--- config.mk ---
export PLATFORM = sky130hd
export DESIGN_NAME = led_pattern_scheduler
export DESIGN_NICKNAME = d
export VERILOG_FILES = /design/src/rtl/led_sched_pkg.sv /design/src/rtl/led_chan_engine.sv /design/src/rtl/led_pattern_scheduler.sv
export SDC_FILE = /design/constraint.sdc
export NUM_CORES = 1
export LEC_CHECK = 0
export BUFFER_PORTS_ARGS = -buffer_cell sky130_fd_sc_hd__buf_2
export CAP_MARGIN = 30
export CORE_MARGIN = 2
export CORE_UTILIZATION = 32
export CTS_BUF_LIST = sky130_fd_sc_hd__clkbuf_16
export DETAILED_ROUTE_END_ITERATION = 8
export PLACE_DENSITY = 0.54
export SLEW_MARGIN = 40
export SYNTH_ARGS = -nofsm -noshare
export SYNTH_HDL_FRONTEND = slang
export SYNTH_SLANG_ARGS = --single-unit
--- constraint.sdc ---
create_clock -name sys_clk -period 2.9 [get_ports sys_clk]
set_input_delay 0.435 -clock sys_clk [delete_from_list [all_inputs] [get_ports sys_clk]]
set_output_delay 0.435 -clock sys_clk [all_outputs]
set_load 0.02 [all_outputs]
--- src/rtl/led_sched_pkg.sv ---
// Shared types and width helpers for the LED pattern scheduler.
//   mode_t  : per-channel pattern selector (OFF, ON, BLINK, BREATHE)
//   cmd_t   : one pending command {chan, mode}
//   phase_w : counter width for a count range 0..n-1 (never below 1)
//   lvl_w   : width able to hold 0..n inclusive
package led_sched_pkg;

    typedef enum logic [1:0] {
        MODE_OFF     = 2'd0,
        MODE_ON      = 2'd1,
        MODE_BLINK   = 2'd2,
        MODE_BREATHE = 2'd3
    } mode_t;

    typedef struct packed {
        logic [2:0] chan;
        mode_t      mode;
    } cmd_t;

    function automatic int phase_w(input int n);
        return (n > 1) ? $clog2(n) : 1;
    endfunction

    function automatic int lvl_w(input int n);
        return $clog2(n + 1);
    endfunction

endpackage

--- src/rtl/led_chan_engine.sv ---
// One LED channel: holds mode, brightness level, breathe direction and
// blink counter, and drives its LED from level versus the shared PWM phase.
//   i_clk, i_rst_n : clock, asynchronous active-low reset
//   i_period_end   : strobe marking the PWM period boundary
//   i_apply        : load i_mode into this channel (only with i_period_end)
//   i_mode         : mode to load on apply
//   i_pwm_phase    : shared PWM phase 0..PWM_STEPS-1
//   o_led          : registered LED drive, 1 = lit
module led_chan_engine
    import led_sched_pkg::*;
#(
    parameter int PWM_STEPS     = 1000,
    parameter int BLINK_PERIODS = 250
) (
    input  logic                            i_clk,
    input  logic                            i_rst_n,
    input  logic                            i_period_end,
    input  logic                            i_apply,
    input  mode_t                           i_mode,
    input  logic [phase_w(PWM_STEPS)-1:0]   i_pwm_phase,
    output logic                            o_led
);

    localparam int PHASE_W = phase_w(PWM_STEPS);
    localparam int LVL_W   = lvl_w(PWM_STEPS);
    localparam int BC_W    = phase_w(BLINK_PERIODS);

    localparam logic [LVL_W-1:0] LVL_MAX  = LVL_W'(PWM_STEPS);
    localparam logic [BC_W-1:0]  BC_LAST  = BC_W'(BLINK_PERIODS - 1);

    mode_t             r_mode;
    logic [LVL_W-1:0]  r_level;
    logic              r_dir_down;
    logic [BC_W-1:0]   r_blink_cnt;
    logic              r_led;

    always_ff @(posedge i_clk or negedge i_rst_n) begin
        if (!i_rst_n) begin
            r_mode      <= MODE_OFF;
            r_level     <= '0;
            r_dir_down  <= 1'b0;
            r_blink_cnt <= '0;
            r_led       <= 1'b0;
        end else begin
            // Level is only ever 0..PWM_STEPS, so level 0 is always dark and
            // level PWM_STEPS beats every phase value.
            r_led <= (r_level > LVL_W'(i_pwm_phase));

            if (i_apply) begin
                // An apply overrides the periodic update and restarts the pattern.
                r_mode <= i_mode;
                case (i_mode)
                    MODE_OFF:     r_level <= '0;
                    MODE_ON:      r_level <= LVL_MAX;
                    MODE_BLINK: begin
                        r_level     <= LVL_MAX;
                        r_blink_cnt <= '0;
                    end
                    MODE_BREATHE: begin
                        r_level    <= '0;
                        r_dir_down <= 1'b0;
                    end
                endcase
            end else if (i_period_end) begin
                case (r_mode)
                    MODE_OFF, MODE_ON: r_level <= r_level;
                    MODE_BLINK: begin
                        if (r_blink_cnt == BC_LAST) begin
                            r_blink_cnt <= '0;
                            r_level     <= (r_level == '0) ? LVL_MAX : '0;
                        end else begin
                            r_blink_cnt <= r_blink_cnt + 1'b1;
                        end
                    end
                    MODE_BREATHE: begin
                        // Turnaround steps straight past the end value so each
                        // extreme is shown for exactly one period.
                        if (!r_dir_down) begin
                            if (r_level == LVL_MAX) begin
                                r_dir_down <= 1'b1;
                                r_level    <= LVL_MAX - 1'b1;
                            end else begin
                                r_level <= r_level + 1'b1;
                            end
                        end else begin
                            if (r_level == '0) begin
                                r_dir_down <= 1'b0;
                                r_level    <= LVL_W'(1);
                            end else begin
                                r_level <= r_level - 1'b1;
                            end
                        end
                    end
                endcase
            end
        end
    end

    assign o_led = r_led;

endmodule

--- src/rtl/led_pattern_scheduler.sv ---
// LED pattern scheduler top: shared PWM timebase, single-slot command port,
// and LED_NUM channel engines.
//   sys_clk, sys_rst_n : clock, asynchronous active-low reset
//   cmd_valid/cmd_ready: command handshake; cmd_chan, cmd_mode carry the command
//   busy               : a command is held and not yet applied
//   period_end         : one-cycle strobe at each PWM period boundary
//   led                : LED drives, 1 = lit
module led_pattern_scheduler
    import led_sched_pkg::*;
#(
    parameter int LED_NUM       = 4,
    parameter int TICK_DIV      = 100,
    parameter int PWM_STEPS     = 1000,
    parameter int BLINK_PERIODS = 250
) (
    input  logic               sys_clk,
    input  logic               sys_rst_n,
    input  logic               cmd_valid,
    output logic               cmd_ready,
    input  logic [2:0]         cmd_chan,
    input  logic [1:0]         cmd_mode,
    output logic               busy,
    output logic               period_end,
    output logic [LED_NUM-1:0] led
);

    localparam int TICK_W  = phase_w(TICK_DIV);
    localparam int PHASE_W = phase_w(PWM_STEPS);

    logic [TICK_W-1:0]  r_tick_cnt;
    logic [PHASE_W-1:0] r_pwm_phase;
    logic               r_period_end;
    logic               r_busy;
    cmd_t               r_cmd;

    logic w_step_tick;
    logic w_accept;
    logic w_apply;

    assign w_step_tick = (r_tick_cnt == TICK_W'(TICK_DIV - 1));

    always_ff @(posedge sys_clk or negedge sys_rst_n) begin
        if (!sys_rst_n) begin
            r_tick_cnt   <= '0;
            r_pwm_phase  <= '0;
            r_period_end <= 1'b0;
        end else begin
            r_tick_cnt   <= w_step_tick ? '0 : r_tick_cnt + 1'b1;
            r_period_end <= w_step_tick && (r_pwm_phase == PHASE_W'(PWM_STEPS - 1));
            if (w_step_tick) begin
                r_pwm_phase <= (r_pwm_phase == PHASE_W'(PWM_STEPS - 1)) ? '0
                                                                        : r_pwm_phase + 1'b1;
            end
        end
    end

    // Handshake: a command transfers on any cycle where cmd_valid && cmd_ready.
    // cmd_ready is simply "slot empty", so it never depends on cmd_valid; the
    // slot stays full until the next period_end applies it, and only frees on
    // the cycle after. A command taken on a period_end cycle was not in the
    // slot yet, so it waits a full period.
    assign w_accept = cmd_valid && !r_busy;
    assign w_apply  = r_period_end && r_busy;

    always_ff @(posedge sys_clk or negedge sys_rst_n) begin
        if (!sys_rst_n) begin
            r_busy <= 1'b0;
            r_cmd  <= '0;
        end else if (w_apply) begin
            r_busy <= 1'b0;
        end else if (w_accept) begin
            r_busy     <= 1'b1;
            r_cmd.chan <= cmd_chan;
            r_cmd.mode <= mode_t'(cmd_mode);
        end
    end

    assign cmd_ready  = !r_busy;
    assign busy       = r_busy;
    assign period_end = r_period_end;

    // Out-of-range channel indices match no engine, so they drain silently.
    for (genvar g = 0; g < LED_NUM; g++) begin : g_chan
        logic w_chan_apply;
        assign w_chan_apply = w_apply && (r_cmd.chan == 3'(g));

        led_chan_engine #(
            .PWM_STEPS     (PWM_STEPS),
            .BLINK_PERIODS (BLINK_PERIODS)
        ) u_engine (
            .i_clk        (sys_clk),
            .i_rst_n      (sys_rst_n),
            .i_period_end (r_period_end),
            .i_apply      (w_chan_apply),
            .i_mode       (r_cmd.mode),
            .i_pwm_phase  (r_pwm_phase),
            .o_led        (led[g])
        );
    end

endmodule
After elaboration in Yosys (flattened, before gate mapping)
Cells that the tools add are included.
{"block": "word_totals", "out_inout_bits": 7, "wordCells": 218, "ff_bits": 112}
{"block": "op_classes", "muxes": 79, "addsub": 14, "eq_ne": 44, "bitwise_logic": 1, "reduce_logical": 50, "order_cmp": 4}
{"op": "$mux 10", "n": 29}
{"op": "$mux 8", "n": 17}
{"op": "$pmux 10 s2", "n": 5}
{"op": "$add 10x1->10 const B", "n": 5}
{"op": "$eq 10x10->1 const B", "n": 5}
{"op": "$gt 10x10->1", "n": 4}
{"op": "$logic_not 10->1", "n": 4}
{"op": "$sub 10x1->10 const B", "n": 4}
{"op": "$reduce_and 3->1", "n": 12}
{"op": "$add 8x1->8 const B", "n": 4}
{"op": "$eq 8x8->1 const B", "n": 4}
{"op": "$mux 1", "n": 27}
{"op": "$reduce_bool 2->1", "n": 13}
{"op": "$eq 2x2->1 const B", "n": 10}
{"op": "$ne 2x2->1 const B", "n": 8}
{"op": "$ne 3x1->1 const B", "n": 4}
{"op": "$reduce_or 2->1", "n": 6}
{"op": "$eq 2x1->1 const B", "n": 5}
{"op": "$logic_not 2->1", "n": 5}
{"op": "$ne 2x1->1 const B", "n": 4}
{"op": "$add 7x1->7 const B", "n": 1}
{"op": "$eq 7x7->1 const B", "n": 1}
{"op": "$logic_and 1x1->1", "n": 7}
{"op": "$mux 7", "n": 1}
{"op": "other kinds (6)", "n": 7}

Logic depth before layout (Yosys ltp)
Gate-level depths: netlist (run 1).
{"block": "depth", "ltp_word": 6, "ltp_mapped": 9, "depth_no_buf": 7}

Hierarchy
A second synthesis (run 1) with hierarchy kept.
{"block": "unflattened", "hier_cells": 1007, "area_unflattened_um2": 8595.7}
{"module": "led_chan_engine (g_chan[0].u_engine ...)", "area_per_inst_um2": 1841.8, "n_inst": 3, "cells_each": 225, "seq_area_each_um2": 550.5}
{"module": "led_chan_engine (g_chan[1].u_engine)", "area_per_inst_um2": 1896.8, "n_inst": 1, "cells_each": 219, "seq_area_each_um2": 550.5}
{"module": "led_pattern_scheduler", "area_per_inst_um2": 1173.6, "n_inst": 1, "cells_each": 113, "seq_area_each_um2": 600.6}

Worst setup path after synthesis (run 1)
OpenSTA, ideal clock, no wires.
{"block": "synth_timing", "path_kind": "flip-flop to flip-flop", "startpoint": "reg g_chan[0].u_engine.r_level[1]", "endpoint": "reg g_chan[0].u_engine.r_level[3]", "arrival_ps": 2166, "slack_ps": 599, "path_buffers": 2, "stages_incl_launch_ff": 10, "path_cell_list": "dfrtp_1 clkbuf_1 inv_1 ha_1 or4b_4 nor4_4 buf_6 nor4_1 o311ai_1 a31oi_1"}
{"block": "synth_between", "elab_chain_cells": 6, "elab_cells_between_ends": 12}
{"element": "start, declared", "line_no": "led_chan_engine.sv:32", "rtl": "logic [LVL_W-1:0] r_level;"}
{"element": "start signal, assigned", "line_no": "led_chan_engine.sv:66", "rtl": "MODE_OFF, MODE_ON: r_level <= r_level;"}
{"element": "start signal, assigned", "line_no": "led_chan_engine.sv:70", "rtl": "r_level <= (r_level == '0) ? LVL_MAX : '0;"}
{"element": "start signal, assigned", "line_no": "led_chan_engine.sv:81", "rtl": "r_level <= LVL_MAX - 1'b1;"}
{"element": "$add 10x1->10, or another cell as far along", "line_no": "led_chan_engine.sv:83", "rtl": "r_level <= r_level + 1'b1;"}
{"element": "$mux 10 (on tied branches)", "line_no": "led_chan_engine.sv:79, led_chan_engine.sv:86, led_chan_engine.sv:70"}
{"element": "$mux 10 (on tied branches)", "line_no": "led_chan_engine.sv:78, led_chan_engine.sv:68"}
{"element": "$pmux 10 s2 (*)", "line_no": "led_chan_engine.sv:65", "rtl": "case (r_mode)"}
{"element": "$mux 10 (*)", "line_no": "led_chan_engine.sv:64", "rtl": "end else if (i_period_end) begin"}
{"element": "$mux 10 (*)", "line_no": "led_chan_engine.sv:49", "rtl": "if (i_apply) begin"}
Mark *: on every way between the ends. The rest lies on a longest branch, timed or not. The select of a mux whose other input is x is not followed.
A chain may end at the register's enable or synchronous reset.

Final worst setup path (run 1)
{"block": "layout_timing", "startpoint": "reg g_chan[3].u_engine.r_level[1]", "endpoint": "reg g_chan[3].u_engine.r_level[3]"}
{"block": "layout_between", "elab_chain_cells": 6, "elab_cells_between_ends": 12}
{"element": "start, declared", "line_no": "led_chan_engine.sv:32"}
{"element": "start signal, assigned", "line_no": "led_chan_engine.sv:66"}
{"element": "start signal, assigned", "line_no": "led_chan_engine.sv:70"}
{"element": "start signal, assigned", "line_no": "led_chan_engine.sv:81"}
{"element": "$add 10x1->10, or another cell as far along", "line_no": "led_chan_engine.sv:83"}
{"element": "$mux 10 (on tied branches)", "line_no": "led_chan_engine.sv:79, led_chan_engine.sv:86, led_chan_engine.sv:70"}
{"element": "$mux 10 (on tied branches)", "line_no": "led_chan_engine.sv:78, led_chan_engine.sv:68"}
{"element": "$pmux 10 s2 (*)", "line_no": "led_chan_engine.sv:65"}
{"element": "$mux 10 (*)", "line_no": "led_chan_engine.sv:64"}
{"element": "$mux 10 (*)", "line_no": "led_chan_engine.sv:49"}
Marks and branches as above.

==> qor.yml, run 1 <==
flow_run:
  maxCapViolations: 0
global_route:
  antenna_found_initial: 0
  grt_max_degree: 66
  grt_pass1_wl_um: 36500
  grt-ovfl-total: 0
  first_global_vias: 6960
  grt_util_all_layers_pct: 16.6
detailed_routing:
  wl_um: 21500
  drtIter0Drc: 451
  drt_pass1_iterations: 5
  drc: 0
  vias_per_cell: 5.62
  wl_per_cell_um: 16.4
  vias: 7365
  antenna_left: 0
floorplan:
  pin_count: 15
  die_area_sq_um: 27300
  die_x_um: 165
  core_sq_um: 25800
  initial_core_util_pct: 32.3
  die_y_um: 165
  rows: 59
synthesis:
  dominantRegCellSynth: "dfrtp_1"
  ys_ff_latch: 112
  synth_edf_count: 0
  syn_inst: 965
  synthesis.area_sq_um: 8330
  syn-mean-instance-area_sq_um: 8.64
  synth_cell_type_count: 92
  ys_seq_area_share_pct: 33.6
  syn-num-nets: 1033
  ys.warnings.count: 0
  ys_async_sr_fraction_pct: 100
layout:
  final_common_cell: "dfrtp_1"
  n_antenna_cell: 0
  mostFrequentLayoutCells: "dfrtp_1, o21ai_0, nand2_1"
  areaGrowthSynthToFinish_pct: 9.62
  finalInstanceArea_sq_um: 9140
  drive_gt1_share_pct: 10.1
  finalNetCount: 1039
power_and_ir_drop:
  p_leak_nw: 3.79
  p_per_area_nw_per_um2: 339
  irDropWorstVdd_uv: 273
  power.share.clock_pct: 41.4
  p_seq_share_pct: 53.1
  p_sw_share_pct: 27.3
  combinationalPowerShare_pct: 5.5
  intPower_w: 0.00225
  switchingPower_w: 0.000844
critical_path:
  cp.arrival_ns: 2.72
  cp_max_fo: 6
  endpoint_kind: "flop"
  critical_path_class: "flop to flop"
  cp-start-kind: "flop"
  cp_data_required_time_ns: 3.11
cts:
  cts_resized: 0
  cts_buffer_depth: 2
  cts_buffers: 9
  cts_max_level: 3
  cts_num_sinks: 112
  postCtsHoldBufs: 1
  clock_latency_ns: 0.37
  post_cts_buffers: 0
  cts_tree: "built"
  clockRootBuffer: "clkbuf_16"
  path_clk_slew_ns: 0.09
sta:
  final-setup-viol-count: 0
  fin_crit_ns: 2.50
  slew_headroom_pct: 52.9
  max_freq_ghz: 0.399
  fin_skew_ns: 0.0144
  grt_setup_unrepaired: "false"
  hold_viol: 0
  totalNegativeSetupSlack_ns: 0
  post-route-period-util_pct: 86.3
  tightest_slew_ns: 0.707
  maxSlewViolCount: 0
placement:
  hpwlAfterDp_um: 15400
  portBuffers: 14
  gp_congestion: 0.833
  placed_cell_area_sq_um: 8820
worst_hold_path:
  hold_path.class: "input pin to flop"
run_status:
  status: "completed"
==> layer usage <==
metal	GRT usage [%]	up-vias	part of all wire (%)
met5	0	-	0
met2	25.8	160	44
met1	24.3	3555	51
met4	4.35	0	1.0
li1	-	3637	-
met3	2.30	13	3.5
==> cell usage after synthesis, types with 6 or more instances <==
cell | count | area share [%]
nor3_1 | 22 | 1.3
a31oi_1 | 10 | 0.75
dfrtp_1 | 112 | 34
o31ai_1 | 25 | 2.3
xnor2_1 | 16 | 1.7
nand2_1 | 72 | 3.2
nor2_1 | 69 | 3.1
a21o_1 | 10 | 0.90
nor4_1 | 6 | 0.45
o211ai_1 | 7 | 0.63
clkbuf_1 | 32 | 1.4
a22o_1 | 10 | 1.1
buf_2 | 8 | 0.48
inv_1 | 43 | 1.9
and3_1 | 19 | 1.4
a21oi_1 | 50 | 3.0
o22ai_1 | 7 | 0.53
mux2_2 | 6 | 0.81
or3_1 | 10 | 0.75
o21a_1 | 10 | 0.90
ha_1 | 60 | 9.0
nand2b_1 | 23 | 1.7
o21ai_0 | 94 | 5.6
nand3_1 | 35 | 2.1
nor2b_1 | 16 | 1.2
o21bai_1 | 7 | 0.63
or4_1 | 7 | 0.63
nand4_1 | 26 | 2.0
==> power groups by stage <==
stage / registers, W / logic, W / clock network (W)
finish: 0.00164 / 0.000170 / 0.00128
global route: 0.00165 / 0.000188 / 0.00140
CTS: 0.00164 / 0.000175 / 0.00134
detailed placement: 0.00167 / 0.000174 / 0
global placement: 0.00167 / 0.000174 / 0
floorplan: 0.00164 / 0.000105 / 0
==> critical path, cell delays in order (launching register included) <==
cell and delay [ns]:
dfrtp_1 0.45, inv_1 0.16, ha_1 0.27, or3b_2 0.51
o31ai_2 0.44, a221oi_1 0.16, o31ai_1 0.27, a22oi_1 0.10
==> kinds of logic after synthesis <==
family / Yosys count / share of synthesized area (%)
and+or+nand+nor: 362 / 24.2
AOI/OAI and AO/OA: 305 / 24.5
DFF: 112 / 33.6
buffers and inverters: 93 / 4.71
adders and majority gates: 60 / 9.01
xor gates and xnor gates: 21 / 2.21
muxes: 12 / 1.68
==> flip-flops by register name (all words and copies together), names as in the netlist <==
signal and flops:
g_chan.u_engine.r_mode 8, r_cmd 5, g_chan.u_engine.r_dir_down 4, g_chan.u_engine.o_led 4, g_chan.u_engine.r_level 40, g_chan.u_engine.r_blink_cnt 32, period_end 1, r_pwm_phase 10
busy 1, r_tick_cnt 7
==> stage by stage <==
| stage | worst slack [ns] | utilization [%] | power [W] | std cells | hold WS (ns) |
|---|---|---|---|---|---|
| 6_report | 0.396 | 35.4 | 0.00310 | 1311 | 0.264 |
| 5_1_grt | 0.206 | 35.4 | 0.00324 | 1311 | 0.255 |
| 4_1_cts | 0.408 | 35.4 | 0.00316 | 1311 | 0.248 |
| 3_5_place_dp | 0.440 | 34.2 | 0.00185 | 1294 | 0.348 |
| 3_3_place_gp | 0.477 | 34.2 | 0.00185 | 1294 | 0.343 |
| 2_1_floorplan | 0.599 | - | 0.00174 | 965 | 0.139 |
==> area by class of cell <==
class	count	area [sq um]
Tap cell	335	419
Inverter	45	169
Fill cell	2711	16700
Sequential cell	112	2800
Clock buffer	9	225
Multi-Input combinational cell	760	5140
Clock inverter	7	76.3
Timing Repair Buffer	43	305
==> final timing paths <==
kind | slack (ns) | to | cells after the start | from
max | 0.40 | g_chan[3].u_engine.r_level[3]$_DFFE_PN0P_ | 7 | g_chan[3].u_engine.r_level[1]$_DFFE_PN0P_
min | 0.26 | r_cmd[3]$_DFFE_PN0P_ | 3 | cmd_chan[1]
max reg2reg | 0.40 | g_chan[3].u_engine.r_level[3]$_DFFE_PN0P_ | 7 | g_chan[3].u_engine.r_level[1]$_DFFE_PN0P_
min reg2reg | 0.47 | r_tick_cnt[0]$_DFF_PN0_ | 1 | r_tick_cnt[0]$_DFF_PN0_
max in group asynchronous | 1.69 | g_chan[0].u_engine.r_mode[1]$_DFFE_PN0P_ | 3 | sys_rst_n
min in group asynchronous | 0.48 | r_tick_cnt[0]$_DFF_PN0_ | 2 | sys_rst_n
Power figures use the tool's default switching activity.
==> run 2: changes to the inputs <==
--- a/config.mk
+++ b/config.mk
@@ -11,7 +11,7 @@
 export CORE_UTILIZATION = 32
 export CTS_BUF_LIST = sky130_fd_sc_hd__clkbuf_16
 export DETAILED_ROUTE_END_ITERATION = 8
-export PLACE_DENSITY = 0.54
+export PLACE_DENSITY = 0.56
 export SLEW_MARGIN = 40
 export SYNTH_ARGS = -nofsm -noshare
 export SYNTH_HDL_FRONTEND = slang
==> constraint.sdc (replaced) <==
create_clock -name sys_clk -period 2.3 [get_ports sys_clk]
set_input_delay 0.345 -clock sys_clk [delete_from_list [all_inputs] [get_ports sys_clk]]
set_output_delay 0.345 -clock sys_clk [all_outputs]
set_load 0.02 [all_outputs]
==> run 2 against run 1 <==
Core utilization up 1.6 points. Highest routed layer unchanged. Flip-flop and latch count unchanged. Via count up 2.6%. Clock-buffer cell count unchanged. Largest power group unchanged. Wire length up 1.6%.
==> qor.yml, run 2 (synthesis gave the netlist of run 1 again) <==
run_status:
  status: "completed"
sta:
  final-setup-viol-count: 0  # unchanged
  slew_headroom_pct: 62.6  # +9.7 points
  grt_setup_unrepaired: "true"
  max_freq_ghz: 0.460  # +15%
  fin_skew_ns: 0.0176  # +0.00323 ns
  post-route-period-util_pct: 94.5  # +8.2 points
  totalNegativeSetupSlack_ns: 0  # unchanged
  whs_ns: 0.170  # -0.0942 ns
  hold_viol: 0  # unchanged
  maxSlewViolCount: 0  # unchanged
  tightest_slew_ns: 0.560  # -0.147 ns
  fin_crit_ns: 2.17  # -0.329 ns
power_and_ir_drop:
  p_per_area_nw_per_um2: 417  # +23%
  irDropWorstVdd_uv: 302  # +10%
  total_power_w: 0.00398  # +29%
  p_leak_nw: 4.05  # +6.8%
floorplan:
  die_y_um: 165  # unchanged
  pin_count: 15  # unchanged
  die_area_sq_um: 27300  # unchanged
  initial_core_util_pct: 32.3  # unchanged
  die_x_um: 165  # unchanged
  rows: 59  # unchanged
  core_sq_um: 25800  # unchanged
critical_path:
  cp-start-kind: "flop"
  endpoint_kind: "flop"
  cp_data_required_time_ns: 2.55  # -0.56 ns
  cp_max_fo: 6  # unchanged
  startpoint: "g_chan[2].u_engine.r_level[0]$_DFFE_PN0P_"
  rr_startpoint: "g_chan[2].u_engine.r_level[0]$_DFFE_PN0P_"
  critical_path_class: "flop to flop"
  cp.arrival_ns: 2.42  # -0.30 ns
placement:
  hpwlAfterDp_um: 16100  # +4.6%
  dpl.cell_count: 1341  # +3.6%
  placed_cell_area_sq_um: 9190  # +4.2%
  gp_congestion: 0.863  # +3.7%
  portBuffers: 14  # unchanged
layout:
  mostFrequentLayoutCells: "dfrtp_1, o21ai_0, buf_4"
  regMostFlops: "g_chan.u_engine.r_level"
  finalInstanceArea_sq_um: 9550  # +4.5%
  finalNetCount: 1086  # +4.5%
  fillers: 2664  # -1.7%
  final_common_cell: "dfrtp_1"
  drive_gt1_share_pct: 15.0  # +4.8 points
  areaGrowthSynthToFinish_pct: 14.6
  instances_no_fill: 1358  # +3.6%
  largest_reg_flops: 40  # unchanged
  n_antenna_cell: 0  # unchanged
  reg_top3: "g_chan.u_engine.r_level x40, g_chan.u_engine.r_blink_cnt x32, r_pwm_phase x10"
detailed_routing:
  drtIter0Drc: 447  # -0.89%
  wl_um: 21900  # +1.6%
  vias_per_cell: 5.56  # -0.94%
  wl_per_cell_um: 16.1  # -1.9%
  drt_pass1_iterations: 5  # unchanged
  antenna_left: 0  # unchanged
  vias: 7557  # +2.6%
  drc: 0  # unchanged
global_route:
  grt_util_all_layers_pct: 16.8  # +0.15 points
  grt-ovfl-total: 0  # unchanged
  grt_max_degree: 43  # -35%
  antenna_found_initial: 0  # unchanged
  first_global_vias: 7244  # +4.1%
  grt_pass1_wl_um: 36800  # +0.64%
flow_run:
  maxCapViolations: 0  # unchanged
cts:
  cts_tree: "built"
  clockRootBuffer: "clkbuf_16"
  cts_buffers: 9  # unchanged
  cts_buffer_depth: 2  # unchanged
  post_cts_buffers: 0  # unchanged
  cts_num_sinks: 112  # unchanged
  path_clk_slew_ns: 0.09  # about the same
  cts_max_level: 3  # unchanged
  clock_latency_ns: 0.38  # about the same
worst_hold_path:
  hold_path.class: "input pin to flop"
  hold_path.startpoint: "cmd_chan[0]"
## run 2: cell count changes in the layout (fill, tap and decap cells not counted), moves of 2 or more
cell	change
buf_4	+45
a31oi_1	-2
a31oi_2	+2
clkinv_4	-2
nor3_2	-2
nor3_4	+2
## run 2: metal layers
| metal | vias to the layer above | global-route usage, % | share of wire, % |
|---|---|---|---|
| met2 | 180 | 26.7 | 46 |
| met3 | 16 | 3.17 | 4.9 |
| met4 | 0 | 4.11 | 1.1 |
| met5 | - | 0 | 0 |
| met1 | 3629 | 23.5 | 49 |
| li1 | 3732 | - | - |
## run 2: cell type report
type / instances / area [sq um] / area share [%]
Multi-Input combinational cell: 760 / 5170 / 54.2
Sequential cell: 112 / 2800 / 29.3
Timing Repair Buffer: 90 / 674 / 7.06
Tap cell: 335 / 419 / 4.39
Clock buffer: 9 / 225 / 2.36
Inverter: 45 / 169 / 1.77
Clock inverter: 7 / 85.1 / 0.891
## run 2: worst paths after layout
kind | slack, ns | to | cells past startpoint
worst max-delay path | 0.13 | g_chan[2].u_engine.r_level[6]$_DFFE_PN0P_ | 7
worst min-delay path | 0.17 | r_cmd[2]$_DFFE_PN0P_ | 3
worst max register to register | 0.13 | g_chan[2].u_engine.r_level[6]$_DFFE_PN0P_ | 7
worst min register to register | 0.46 | r_tick_cnt[0]$_DFF_PN0_ | 1
max in group asynchronous | 1.18 | g_chan[2].u_engine.r_mode[0]$_DFFE_PN0P_ | 3
min in group asynchronous | 0.50 | r_tick_cnt[1]$_DFF_PN0_ | 2
## run 2: through the flow
step / setup slack [ns] / utilization, %
global placement: 0.119 / 35.6
finish: 0.125 / 37.0
floorplan: 0.0109 / -
CTS: 0.00764 / 36.8
global route: -0.00259 / 37.0
detailed placement: 0.0256 / 35.6
## run 2: worst max-delay path, stage by stage, from the launching register on
cell and delay [ns]:
dfrtp_1 0.38, inv_1 0.08, ha_1 0.16, or4b_4 0.52, nor3_4 0.26, a211o_1 0.24
nor2_1 0.09, a221o_1 0.33
## run 2: report_power, final
group	total, W	leakage [nW]	internal, W	switching (W)
sequential	0.00204	1.54	0.00200	0.0000358
combinational	0.000286	2.36	0.000101	0.000185
clock	0.00166	0.152	0.000784	0.000875
total	0.00398	4.05	0.00288	0.00110
## run 2: what timing repair did
| action | in CTS | in global routing |
|---|---|---|
| hold buffers | 1 | 0 |
| endpoints found under the hold margin | 31 | 0 |
| resized for setup | 0 | 8 |
| setup endpoints to repair | 0 | 17 |
==> run 3: changes to the inputs <==
--- a/config.mk
+++ b/config.mk
@@ -5,6 +5,7 @@
 export SDC_FILE = /design/constraint.sdc
 export NUM_CORES = 1
 export LEC_CHECK = 0
+export ABC_AREA = 1
 export BUFFER_PORTS_ARGS = -buffer_cell sky130_fd_sc_hd__buf_2
 export CAP_MARGIN = 30
 export CORE_MARGIN = 2
==> run 3 against run 2 <==
Synthesized cell count rose by 17%. Final area fell by 6.7%. Clock skew decreased by 0.0054 ns. Non-clock buffer count decreased by 66. Core utilization shrank 1.6 points. Maximum frequency rose by 13%. Flip-flop and latch count is the same.
==> qor.yml, run 3 <==
run_status:
  status: "completed"
sta:
  grt_setup_unrepaired: "false"
  slew_headroom_pct: 70.8  # +8.2 points
  maxSlewViolCount: 0  # unchanged
  hold_viol: 0  # unchanged
  tightest_slew_ns: 0.438  # -0.122 ns
  final-setup-viol-count: 0  # unchanged
  post-route-period-util_pct: 83.5  # -11 points
  fin_skew_ns: 0.0122  # -0.00537 ns
  fin_crit_ns: 1.92  # -0.255 ns
  totalNegativeSetupSlack_ns: 0  # unchanged
  max_freq_ghz: 0.521  # +13%
layout:
  regArea_sq_um: 2800  # unchanged
  regMostFlops: "g_chan.u_engine.r_level"
  finalNetCount: 1208  # +11%
  largest_reg_flops: 40  # unchanged
  n_antenna_cell: 0  # unchanged
  fillers: 2670  # +0.23%
  areaGrowthSynthToFinish_pct: 8.77
  multiInputGateArea_sq_um: 4640  # -10%
  utilization_pct: 35.4  # -1.6 points
  instances_no_fill: 1474  # +8.5%
  final_common_cell: "nand2_1"
  mostFrequentLayoutCells: "nand2_1, inv_1, nor2_1"
  reg_top3: "g_chan.u_engine.r_level x40, g_chan.u_engine.r_blink_cnt x32, r_pwm_phase x10"
  drive_gt1_share_pct: 6.64  # -8.3 points
cts:
  cts_resized: 0  # unchanged
  clockRootBuffer: "clkbuf_16"
  cts_num_sinks: 112  # unchanged
  cts_tree: "built"
  path_clk_slew_ns: 0.08  # about the same
  cts_max_level: 3  # unchanged
  cts_buffers: 9  # unchanged
  clock_latency_ns: 0.36  # -0.02 ns
  post_cts_buffers: 0  # unchanged
  cts_buffer_depth: 2  # unchanged
floorplan:
  die_y_um: 164  # -0.83%
  initial_core_util_pct: 32.5  # +0.28 points
  die_area_sq_um: 26900  # -1.7%
  core_sq_um: 25200  # -2.5%
  die_x_um: 164  # -0.83%
  rows: 58  # -1.7%
  pin_count: 15  # unchanged
critical_path:
  timing.rr.end: "g_chan[0].u_engine.r_level[8]$_DFFE_PN0P_"
  reg2reg_slack_ns: 0.38  # +0.25 ns
  critical_path_class: "flop to flop"
  endpoint_kind: "flop"
  cp_max_fo: 6  # unchanged
  rr_startpoint: "g_chan[0].u_engine.r_level[0]$_DFFE_PN0P_"
  cp.arrival_ns: 2.16  # -0.26 ns
  cp_data_required_time_ns: 2.54  # about the same
  reg2reg_depth: 9  # +2
  cp-start-kind: "flop"
placement:
  dpl.cell_count: 1458  # +8.7%
  hpwlAfterDp_um: 15000  # -6.9%
  portBuffers: 14  # unchanged
  gp_congestion: 0.894  # +3.6%
synthesis:
  dominantRegCellSynth: "dfrtp_1"
  synth.area.top_cells: "dfrtp_1, nand2_1, ha_1"
  ys_seq_area_share_pct: 34.2  # +0.58 points
  synth_cell_type_count: 53  # -42%
  synth_edf_count: 0  # unchanged
  synth_top_area_share_pct: 34.2  # +0.58 points
  synth_largest_area_cell: "dfrtp_1"
  synth_most_common_cell: "nand2_1"
  syn_inst: 1129  # +17%
  ys_async_sr_fraction_pct: 100  # unchanged
  synthesis.area_sq_um: 8190  # -1.7%
  syn-num-nets: 1197  # +16%
  ys_ff_latch: 112  # unchanged
  ys.warnings.count: 0  # unchanged
  synth_commonest_cells: "nand2_1, inv_1, nor2_1, dfrtp_1, nand3_1"
  syn-mean-instance-area_sq_um: 7.26  # -16%
worst_hold_path:
  min_to: "r_cmd[2]$_DFFE_PN0P_"
  worst_hold_path.num_cells: 2  # -1
  hold_path.startpoint: "cmd_chan[0]"
  hold_path.class: "input pin to flop"
detailed_routing:
  wl_per_cell_um: 13.6  # -16%
  vias_per_cell: 4.95  # -11%
  drc: 0  # unchanged
  drt_pass1_iterations: 5  # unchanged
  drtIter0Drc: 559  # +25%
  vias: 7296  # -3.5%
  antenna_left: 0  # unchanged
  wl_um: 20000  # -8.7%
global_route:
  grt_max_degree: 46  # +7.0%
  grt-ovfl-total: 0  # unchanged
  grt_pass1_wl_um: 33900  # -7.7%
  grt_util_all_layers_pct: 15.5  # -1.2 points
  first_global_vias: 6872  # -5.1%
  antenna_found_initial: 0  # unchanged
power_and_ir_drop:
  p_per_area_nw_per_um2: 402  # -3.6%
  p_leak_nw: 4.36  # +7.6%
  irDropWorstVdd_uv: 275  # -8.9%
flow_run:
  maxCapViolations: 0  # unchanged
==> run 3: cell count changes in the layout (fill, tap and decap cells not counted), moves of 22 or more <==
cell,previous run,this run
buf_4,73,8
inv_1,42,148
nand2b_1,23,0
nand2_1,72,221
o31ai_1,25,3
nor2_1,69,126
nand3_1,35,93
xor2_1,5,39
==> run 3: worst max-delay path, cell delays in order, from the launching register on <==
cell and delay [ns]:
dfrtp_1 0.40, inv_1 0.16, ha_1 0.21, nand2_1 0.09, nor2_1 0.17, nand4_1 0.22, nand2_1 0.29, o21ai_0 0.14
nand2_1 0.07, a21boi_1 0.06
==> run 3: area by class of cell <==
type / count / share of cell area [%]
clock buffer: 9 / 2.53
clock inverter: 6 / 0.618
inverter: 157 / 6.67
multi-input combinational: 836 / 52.1
sequential: 112 / 31.5
tap: 330 / 4.63
timing repair buffer: 24 / 1.97
==> run 3: metrics by stage <==
| stage | area, sq um | power, W | setup WS [ns] | hold slack, ns |
|---|---|---|---|---|
| global placement | 8620 | 0.00207 | 0.432 | 0.323 |
| finish | 8910 | 0.00358 | 0.380 | 0.210 |
| CTS | 8910 | 0.00365 | 0.393 | 0.197 |
| floorplan | 8190 | 0.00201 | 0.635 | 0.0494 |
| detailed placement | 8620 | 0.00207 | 0.410 | 0.325 |
| global route | 8910 | 0.00372 | 0.152 | 0.213 |
==> run 3: worst max-delay path by stage <==
stage | startpoint | endpoint | slack [ns] | cells after the start
after floorplan | g_chan[0].u_engine.r_level[0]$_DFFE_PN0P_ | g_chan[0].u_engine.r_level[2]$_DFFE_PN0P_ | 0.63 | 8
after global placement | g_chan[0].u_engine.r_level[0]$_DFFE_PN0P_ | g_chan[0].u_engine.r_level[8]$_DFFE_PN0P_ | 0.43 | 9
after global routing | g_chan[1].u_engine.r_level[0]$_DFFE_PN0P_ | g_chan[1].u_engine.r_level[7]$_DFFE_PN0P_ | 0.15 | 11
after detailed placement | g_chan[0].u_engine.r_level[0]$_DFFE_PN0P_ | g_chan[0].u_engine.r_level[8]$_DFFE_PN0P_ | 0.41 | 9
after CTS | g_chan[1].u_engine.r_level[0]$_DFFE_PN0P_ | g_chan[1].u_engine.r_level[7]$_DFFE_PN0P_ | 0.39 | 11
final | g_chan[0].u_engine.r_level[0]$_DFFE_PN0P_ | g_chan[0].u_engine.r_level[8]$_DFFE_PN0P_ | 0.38 | 9
==> run 3: logic make-up (layout without fill, tap and decap cells) <==
kind of cell / after synthesis / count (layout) / share of synthesized area (%)
simple gates: 522 / 522 / 28.3
compound gates: 211 / 211 / 14.6
buf+inv: 181 / 196 / 9.09
flops: 112 / 112 / 34.2
fa+ha+maj: 60 / 60 / 9.16
xor+xnor: 40 / 40 / 4.28
mux: 3 / 3 / 0.397
==> run 3: layer usage <==
layer | vias to the layer above | GRT usage, % | wire, um | part of all wire (%)
met5 | - | 0 | 0 | 0
met4 | 0 | 2.63 | 121 | 0.61
met3 | 11 | 2.45 | 600 | 3.0
met2 | 102 | 25.2 | 9100 | 46
met1 | 3421 | 22.1 | 10200 | 51
li1 | 3762 | - | - | -
==> run 3: report_power, final <==
part	internal (W)	switching, W	total [W]
registers	0.00197	0	0.00197
clock network	0.000751	0.000806	0.00156
logic	0.0000127	0.0000434	0.0000561
total	0.00273	0.000850	0.00358
==> run 3: timing repair <==
| item | 4_1_cts | 5_1_grt |
|---|---|---|
| hold buffers | 1 | 0 |
| setup endpoints to repair | 0 | 0 |
| hold endpoints to repair | 25 | 0 |
